<file path="src/rtl/xalu_iter.sv">
// xalu_iter: multi-cycle multiply/divide unit owning the architectural HI/LO
// registers. Multiplies finish after MUL_CYCLES cycles; divides run a 32-step
// restoring iteration followed by one sign-fixup cycle. mthi/mtlo are
// single-cycle writes. A flush aborts whatever is in flight without touching
// HI/LO.
module xalu_iter #(
  parameter int MUL_CYCLES = 4,
  parameter int DIV_STEPS  = 32
) (
  input  logic        Clk,
  input  logic        reset,
  input  logic        start,
  input  logic [3:0]  op,
  input  logic [31:0] a,
  input  logic [31:0] b,
  input  logic        flush,
  output logic        busy,
  output logic [31:0] hi,
  output logic [31:0] lo
);

  localparam logic [3:0] OP_MULT  = 4'd0;
  localparam logic [3:0] OP_MULTU = 4'd1;
  localparam logic [3:0] OP_DIV   = 4'd2;
  localparam logic [3:0] OP_DIVU  = 4'd3;
  localparam logic [3:0] OP_MADD  = 4'd4;
  localparam logic [3:0] OP_MADDU = 4'd5;
  localparam logic [3:0] OP_MSUB  = 4'd6;
  localparam logic [3:0] OP_MSUBU = 4'd7;
  localparam logic [3:0] OP_MTHI  = 4'd8;
  localparam logic [3:0] OP_MTLO  = 4'd9;
  localparam logic [3:0] OP_MUL   = 4'd10;

  localparam logic [4:0] MUL_CNT_INIT = 5'(MUL_CYCLES - 1);
  localparam logic [4:0] DIV_CNT_INIT = 5'(DIV_STEPS - 1);

  typedef enum logic [1:0] {
    S_IDLE    = 2'd0,
    S_MUL     = 2'd1,
    S_DIV     = 2'd2,
    S_DIV_FIX = 2'd3
  } state_t;

  function automatic logic op_is_mul(input logic [3:0] o);
    return (o == OP_MULT) || (o == OP_MULTU) || (o == OP_MADD) ||
           (o == OP_MADDU) || (o == OP_MSUB) || (o == OP_MSUBU) ||
           (o == OP_MUL);
  endfunction

  function automatic logic op_is_div(input logic [3:0] o);
    return (o == OP_DIV) || (o == OP_DIVU);
  endfunction

  function automatic logic op_is_signed(input logic [3:0] o);
    return (o == OP_MULT) || (o == OP_DIV) || (o == OP_MADD) ||
           (o == OP_MSUB) || (o == OP_MUL);
  endfunction

  state_t      state_reg, state_next;
  logic [3:0]  op_reg;
  // a_reg holds the multiplicand, or the dividend that is shifted out MSB
  // first while quotient bits are shifted in at the LSB.
  logic [31:0] a_reg;
  logic [31:0] b_reg;
  logic [31:0] rem_reg;
  logic [4:0]  cnt_reg;
  logic        neg_q_reg;
  logic        neg_r_reg;
  logic [31:0] hi_reg, lo_reg;
  logic        busy_reg;

  logic        accept;
  logic        hi_we, lo_we;
  logic [31:0] hi_din, lo_din;
  logic        busy_next;

  logic [63:0] mul_ax, mul_bx, product, mul_result;
  logic [32:0] rem_shift, rem_diff;
  logic        q_bit;
  logic [31:0] rem_step;

  assign accept = (state_reg == S_IDLE) && start && !flush;
  assign busy   = busy_reg;
  assign hi     = hi_reg;
  assign lo     = lo_reg;

  // Multiply datapath: operands extended to 64 bits so one product serves
  // both signed and unsigned forms (mod 2^64).
  always_comb begin
    mul_ax  = op_is_signed(op_reg) ? {{32{a_reg[31]}}, a_reg} : {32'd0, a_reg};
    mul_bx  = op_is_signed(op_reg) ? {{32{b_reg[31]}}, b_reg} : {32'd0, b_reg};
    product = mul_ax * mul_bx;
    unique case (op_reg)
      OP_MADD, OP_MADDU: mul_result = {hi_reg, lo_reg} + product;
      OP_MSUB, OP_MSUBU: mul_result = {hi_reg, lo_reg} - product;
      default:           mul_result = product;
    endcase
  end

  // One restoring divide step: bring in the next dividend bit, subtract the
  // divisor when that does not borrow. A zero divisor always "fits", which
  // yields an all-ones quotient and the dividend as remainder.
  always_comb begin
    rem_shift = {rem_reg, a_reg[31]};
    rem_diff  = rem_shift - {1'b0, b_reg};
    q_bit     = ~rem_diff[32];
    rem_step  = q_bit ? rem_diff[31:0] : rem_shift[31:0];
  end

  // State register.
  always_ff @(posedge Clk) begin
    if (reset) begin
      state_reg <= S_IDLE;
    end else begin
      state_reg <= state_next;
    end
  end

  // Next-state logic; flush returns to IDLE from anywhere.
  always_comb begin
    state_next = state_reg;
    if (flush) begin
      state_next = S_IDLE;
    end else begin
      unique case (state_reg)
        S_IDLE: begin
          if (start && op_is_mul(op)) begin
            state_next = S_MUL;
          end else if (start && op_is_div(op)) begin
            state_next = S_DIV;
          end
        end
        S_MUL:     if (cnt_reg == 5'd0) state_next = S_IDLE;
        S_DIV:     if (cnt_reg == 5'd0) state_next = S_DIV_FIX;
        S_DIV_FIX: state_next = S_IDLE;
      endcase
    end
  end

  // Output logic: HI/LO write enables and data, and the registered busy.
  always_comb begin
    hi_we     = 1'b0;
    lo_we     = 1'b0;
    hi_din    = hi_reg;
    lo_din    = lo_reg;
    busy_next = (state_next != S_IDLE);
    if (!flush) begin
      unique case (state_reg)
        S_IDLE: begin
          if (start && op == OP_MTHI) begin
            hi_we  = 1'b1;
            hi_din = a;
          end
          if (start && op == OP_MTLO) begin
            lo_we  = 1'b1;
            lo_din = a;
          end
        end
        S_MUL: begin
          if (cnt_reg == 5'd0) begin
            hi_we  = 1'b1;
            lo_we  = 1'b1;
            hi_din = mul_result[63:32];
            lo_din = mul_result[31:0];
          end
        end
        S_DIV: begin
        end
        S_DIV_FIX: begin
          hi_we  = 1'b1;
          lo_we  = 1'b1;
          lo_din = neg_q_reg ? (32'd0 - a_reg) : a_reg;
          hi_din = neg_r_reg ? (32'd0 - rem_reg) : rem_reg;
        end
      endcase
    end
  end

  // Datapath registers: operand capture, iteration, HI/LO and busy.
  always_ff @(posedge Clk) begin
    if (reset) begin
      op_reg    <= 4'd0;
      a_reg     <= 32'd0;
      b_reg     <= 32'd0;
      rem_reg   <= 32'd0;
      cnt_reg   <= 5'd0;
      neg_q_reg <= 1'b0;
      neg_r_reg <= 1'b0;
      hi_reg    <= 32'd0;
      lo_reg    <= 32'd0;
      busy_reg  <= 1'b0;
    end else begin
      busy_reg <= busy_next;
      if (hi_we) hi_reg <= hi_din;
      if (lo_we) lo_reg <= lo_din;
      if (accept && op_is_mul(op)) begin
        op_reg  <= op;
        a_reg   <= a;
        b_reg   <= b;
        cnt_reg <= MUL_CNT_INIT;
      end else if (accept && op_is_div(op)) begin
        op_reg    <= op;
        a_reg     <= (op_is_signed(op) && a[31]) ? (32'd0 - a) : a;
        b_reg     <= (op_is_signed(op) && b[31]) ? (32'd0 - b) : b;
        rem_reg   <= 32'd0;
        cnt_reg   <= DIV_CNT_INIT;
        neg_q_reg <= op_is_signed(op) && (a[31] ^ b[31]);
        neg_r_reg <= op_is_signed(op) && a[31];
      end else if (!flush && state_reg == S_MUL) begin
        if (cnt_reg != 5'd0) cnt_reg <= cnt_reg - 5'd1;
      end else if (!flush && state_reg == S_DIV) begin
        a_reg   <= {a_reg[30:0], q_bit};
        rem_reg <= rem_step;
        if (cnt_reg != 5'd0) cnt_reg <= cnt_reg - 5'd1;
      end
    end
  end

endmodule

</file>
<file path="config.mk">
export PLATFORM = sky130hd
export DESIGN_NAME = xalu_iter
export DESIGN_NICKNAME = d
export VERILOG_FILES = /design/src/rtl/xalu_iter.sv
export SDC_FILE = /design/constraint.sdc
export NUM_CORES = 2
export LEC_CHECK = 0
export BUFFER_PORTS_ARGS = -buffer_cell sky130_fd_sc_hd__buf_4
export CORE_UTILIZATION = 30
export CTS_BUF_LIST = sky130_fd_sc_hd__clkbuf_2 sky130_fd_sc_hd__clkbuf_4 sky130_fd_sc_hd__clkbuf_8
export DETAILED_ROUTE_END_ITERATION = 16
export PLACE_DENSITY = 0.52
export SYNTH_ARGS = -nofsm -noshare
export SYNTH_HDL_FRONTEND = slang
export SYNTH_SLANG_ARGS = --single-unit
</file>
<file path="constraint.sdc">
create_clock -name Clk -period 11.4 [get_ports Clk]
set_input_delay 1.14 -clock Clk [delete_from_list [all_inputs] [get_ports Clk]]
set_output_delay 1.14 -clock Clk [all_outputs]
set_load 0.05 [all_outputs]
</file>
==> impl_metrics.csv <==
group,metric,value,unit
setup_path,crit_top_cell,"fa_1",
timing,rsz0062_at_grt,"yes",
synthesis,synthArstFlopShare,0,
global_routing,antenna_found_initial,13,
clock_network,cts_root_buf,"clkbuf_8",
power,power.density,78.9,nW/um2
clock_network,cts_buffer_depth,2,
synthesis,synth.cell_area,65000,um2
hold_path,holdCritStartpoint,"op_reg[0]",
outcome,status,"finished, violations left",
setup_path,rrSetupSlack,-0.32,ns
setup_path,cpMaxStageDelayCell,"fa_2",
final_layout,fin_cells,11400,
synthesis,synth-edff-count,0,
timing,tns,-2.15,ns
synthesis,ys_seq_elements,174,
clock_network,h-tree-depth,4,
timing,drv_slew,0,
route,drc_errors,0,
route,drt_iter0_drc,4320,
route,post_drt_via_cell_ratio,4.95,
clock_network,clock_latency,0.66,ns
setup_path,max_stage_delay,0.61,ns
global_routing,overflow,0,
route,ant_nets,0,
global_routing,grt_max_degree,68,
timing,hold_viol,0,
placed_design,pre_cts_ws,-0.842,ns
synthesis,ys_seq_area_frac,0.0536,
setup_path,crit_path_start,"op_reg[2]",
floorplan,core-area,215000,um2
final_layout,final_nets,10500,
timing,timing.fmax,85.3,MHz
timing,clock_skew,0.0467,ns
clock_network,clock-sinks,174,
final_layout,drive_above_1_share,0.197,
route,wl_met2,124000,um
floorplan,ios,137,
route,routed.top_layer,"met5",
power,peakVddDrop,0.103,mV
power,power,6.32,mW
setup_path,cp_top_family,"adder cells",
clock_network,holdBufCountCts,0,
floorplan,fp.dieArea,219000,um2
synthesis,ys_warn_count,0,
power,p_leak,40.0,nW
timing,worst_pin_slew,1.26,ns
route,drt_wl_total,253000,um
route,via_count,56500,
route,met1_length,106000,um
placed_design,io_buffers,136,
timing,setup_violations,16,
setup_path,cp_max_fo,6,
timing,final.min_clock_period,11.72,ns
synthesis,yosys.cell_types.count,103,
route,wl_per_cell,22.1,um
setup_path,path_class,"flip-flop to flip-flop",
run,maxCapViolCount,0,
placed_design,dp_cells,11300,
setup_path,regToRegStartpoint,"op_reg[2]",
route,met3_length,12300,um
clock_network,clk_pin_slew,0.14,ns
setup_path,r2r-end,"hi[31]",
timing,maxSlewHeadroom,0.158,
synthesis,synth_nets,9575,
outcome,violations,"negative setup slack",
global_routing,grt_pass1_vias,60500,
floorplan,placementRows,170,
synthesis,syn_inst,7672,
hold_path,hp-class,"flip-flop to flip-flop",
setup_path,endpoint_kind,"flip-flop",
placed_design,hpwl,218000,um
route,first_pass_iters,8,
timing,fin_ws,-0.323,ns
clock_network,cts_buffers,17,
clock_network,tritoncts,"built",
synthesis,ys_dominant_reg_cell,"dfxtp_1",
global_routing,grt_usage,0.235,
global_routing,grt_pass1_wl,384000,um
floorplan,fp.dieH,467,um
setup_path,start_kind,"flip-flop",
setup_path,worst-path-buf-inv,11,
floorplan,die_w,467,um
final_layout,syn2layout_area_growth,23.1,%
placed_design,gp_congestion,0.966,
setup_path,worstPathArrival,12.29,ns
setup_path,crit_cells,48,
floorplan,initial_core_util,0.302,
setup_path,required,11.96,ns
synthesis,synth_area_per_cell,8.47,um2
final_layout,nFillCells,22100,
timing,post-route-period-util,1.03,
setup_path,worst_r2r_path_depth,48,
setup_path,endpoint,"hi[31]",
-- placed cells by master (no fill, tap or decap), types with 87 or more instances in the layout --
cell type,count
dfxtp_1,132
and2_1,291
nand2_1,1029
inv_1,1655
xnor2_1,184
buf_12,87
fa_1,1406
o21ai_0,276
ha_1,371
a21oi_1,269
buf_4,1170
xor2_1,130
nor2_1,318
-- report_power, final --
| group | switching (mW) | leakage [nW] | internal, mW |
|---|---|---|---|
| Combinational | 2.82 | 38.4 | 2.29 |
| Sequential | 0.0574 | 1.44 | 0.634 |
| Clock | 0.326 | 0.187 | 0.195 |
| Total | 3.20 | 40.0 | 3.12 |
-- Yosys cell counts, types with 9 or more instances --
| cell type | count | share of area |
|---|---|---|
| a221oi_1 | 16 | 0.0022 |
| o211ai_1 | 44 | 0.0051 |
| a311oi_1 | 17 | 0.0023 |
| nor3b_1 | 10 | 0.0012 |
| a31oi_1 | 49 | 0.0047 |
| xor2_1 | 140 | 0.019 |
| a21o_1 | 61 | 0.0070 |
| nor2b_1 | 38 | 0.0037 |
| nand2b_1 | 38 | 0.0037 |
| o21ai_0 | 309 | 0.024 |
| a21oi_1 | 310 | 0.024 |
| o22ai_1 | 12 | 0.0012 |
| clkbuf_1 | 350 | 0.020 |
| nor2_1 | 337 | 0.019 |
| or3_1 | 41 | 0.0039 |
| a211oi_1 | 65 | 0.0075 |
| fa_1 | 1426 | 0.44 |
| nor3_1 | 77 | 0.0059 |
| mux2i_1 | 9 | 0.0014 |
| o21a_1 | 27 | 0.0031 |
| and3_1 | 48 | 0.0046 |
| a31o_2 | 9 | 0.0012 |
| nand4_1 | 27 | 0.0026 |
| nor4_1 | 14 | 0.0013 |
| a2111oi_0 | 10 | 0.0013 |
| o31ai_1 | 38 | 0.0044 |
| and2_1 | 295 | 0.028 |
| nand3_1 | 62 | 0.0048 |
| xnor2_1 | 199 | 0.027 |
| or2_2 | 11 | 0.0011 |
| or4_1 | 19 | 0.0022 |
| o41ai_1 | 24 | 0.0032 |
| nand2_1 | 1047 | 0.060 |
| buf_1 | 54 | 0.0031 |
| dfxtp_1 | 174 | 0.054 |
| o21bai_1 | 20 | 0.0023 |
| inv_1 | 1662 | 0.096 |
| ha_1 | 405 | 0.078 |
-- layer usage --
metal	vias to the layer above	GRT usage
li1	25400	-
met1	29100	0.301
met2	1663	0.410
met3	364	0.0225
met4	4	0.0811
met5	-	0
-- metrics by stage --
step | instance area, um2 | hold slack [ns] | utilization
3_3_place_gp | 77000 | 0.455 | 0.358
3_5_place_dp | 77000 | 0.461 | 0.358
4_1_cts | 79100 | 0.502 | 0.368
2_1_floorplan | 65300 | 0.443 | -
6_report | 80000 | 0.509 | 0.372
5_1_grt | 80000 | 0.553 | 0.372
-- worst min path at each step --
stage | endpoint | depth (start not counted) | slack, ns
final | op_reg[0] | 2 | 0.51
after global routing | op_reg[0] | 2 | 0.55
after CTS | op_reg[0] | 2 | 0.50
after detailed placement | op_reg[0] | 2 | 0.46
after global placement | op_reg[0] | 2 | 0.45
after floorplan | op_reg[0] | 2 | 0.44
-- tightest hold or removal path: cells and delay by family, from the launching register on --
kind               cells  cell delay [ns]
AOI/OAI and AO/OA      1             0.06
DFF                    1             0.35
and+or+nand+nor        1             0.06
-- logic make-up after synthesis --
group / Yosys count / synth area share
AOI/OAI and AO/OA: 1137 / 0.112
xor gates and xnor gates: 340 / 0.0460
and+or+nand+nor: 2098 / 0.149
buffers and inverters: 2077 / 0.120
DFF: 174 / 0.0536
muxes: 12 / 0.00191
adders and majority gates: 1834 / 0.518
-- cell type report --
cell class	instances	area (um2)	area share
diodes	7	17.5	0.000219
clock buffers	22	284	0.00355
clock inverters	10	104	0.00130
inverters	1665	6260	0.0783
multi-input cells	5421	55400	0.692
flip-flops and latches	174	3580	0.0447
well taps	2838	3550	0.0444
repair buffers	1280	10800	0.135
-- what timing repair did --
item / CTS / global route
hold endpoints to repair: 0 / 0
cloned: 1 / 0
resized for setup: 209 / 163
pin swaps: 99 / 118
setup buffers: 73 / 25
endpoints found under the setup margin: 33 / 36
Note: power is estimated with default switching activity, not from simulation.
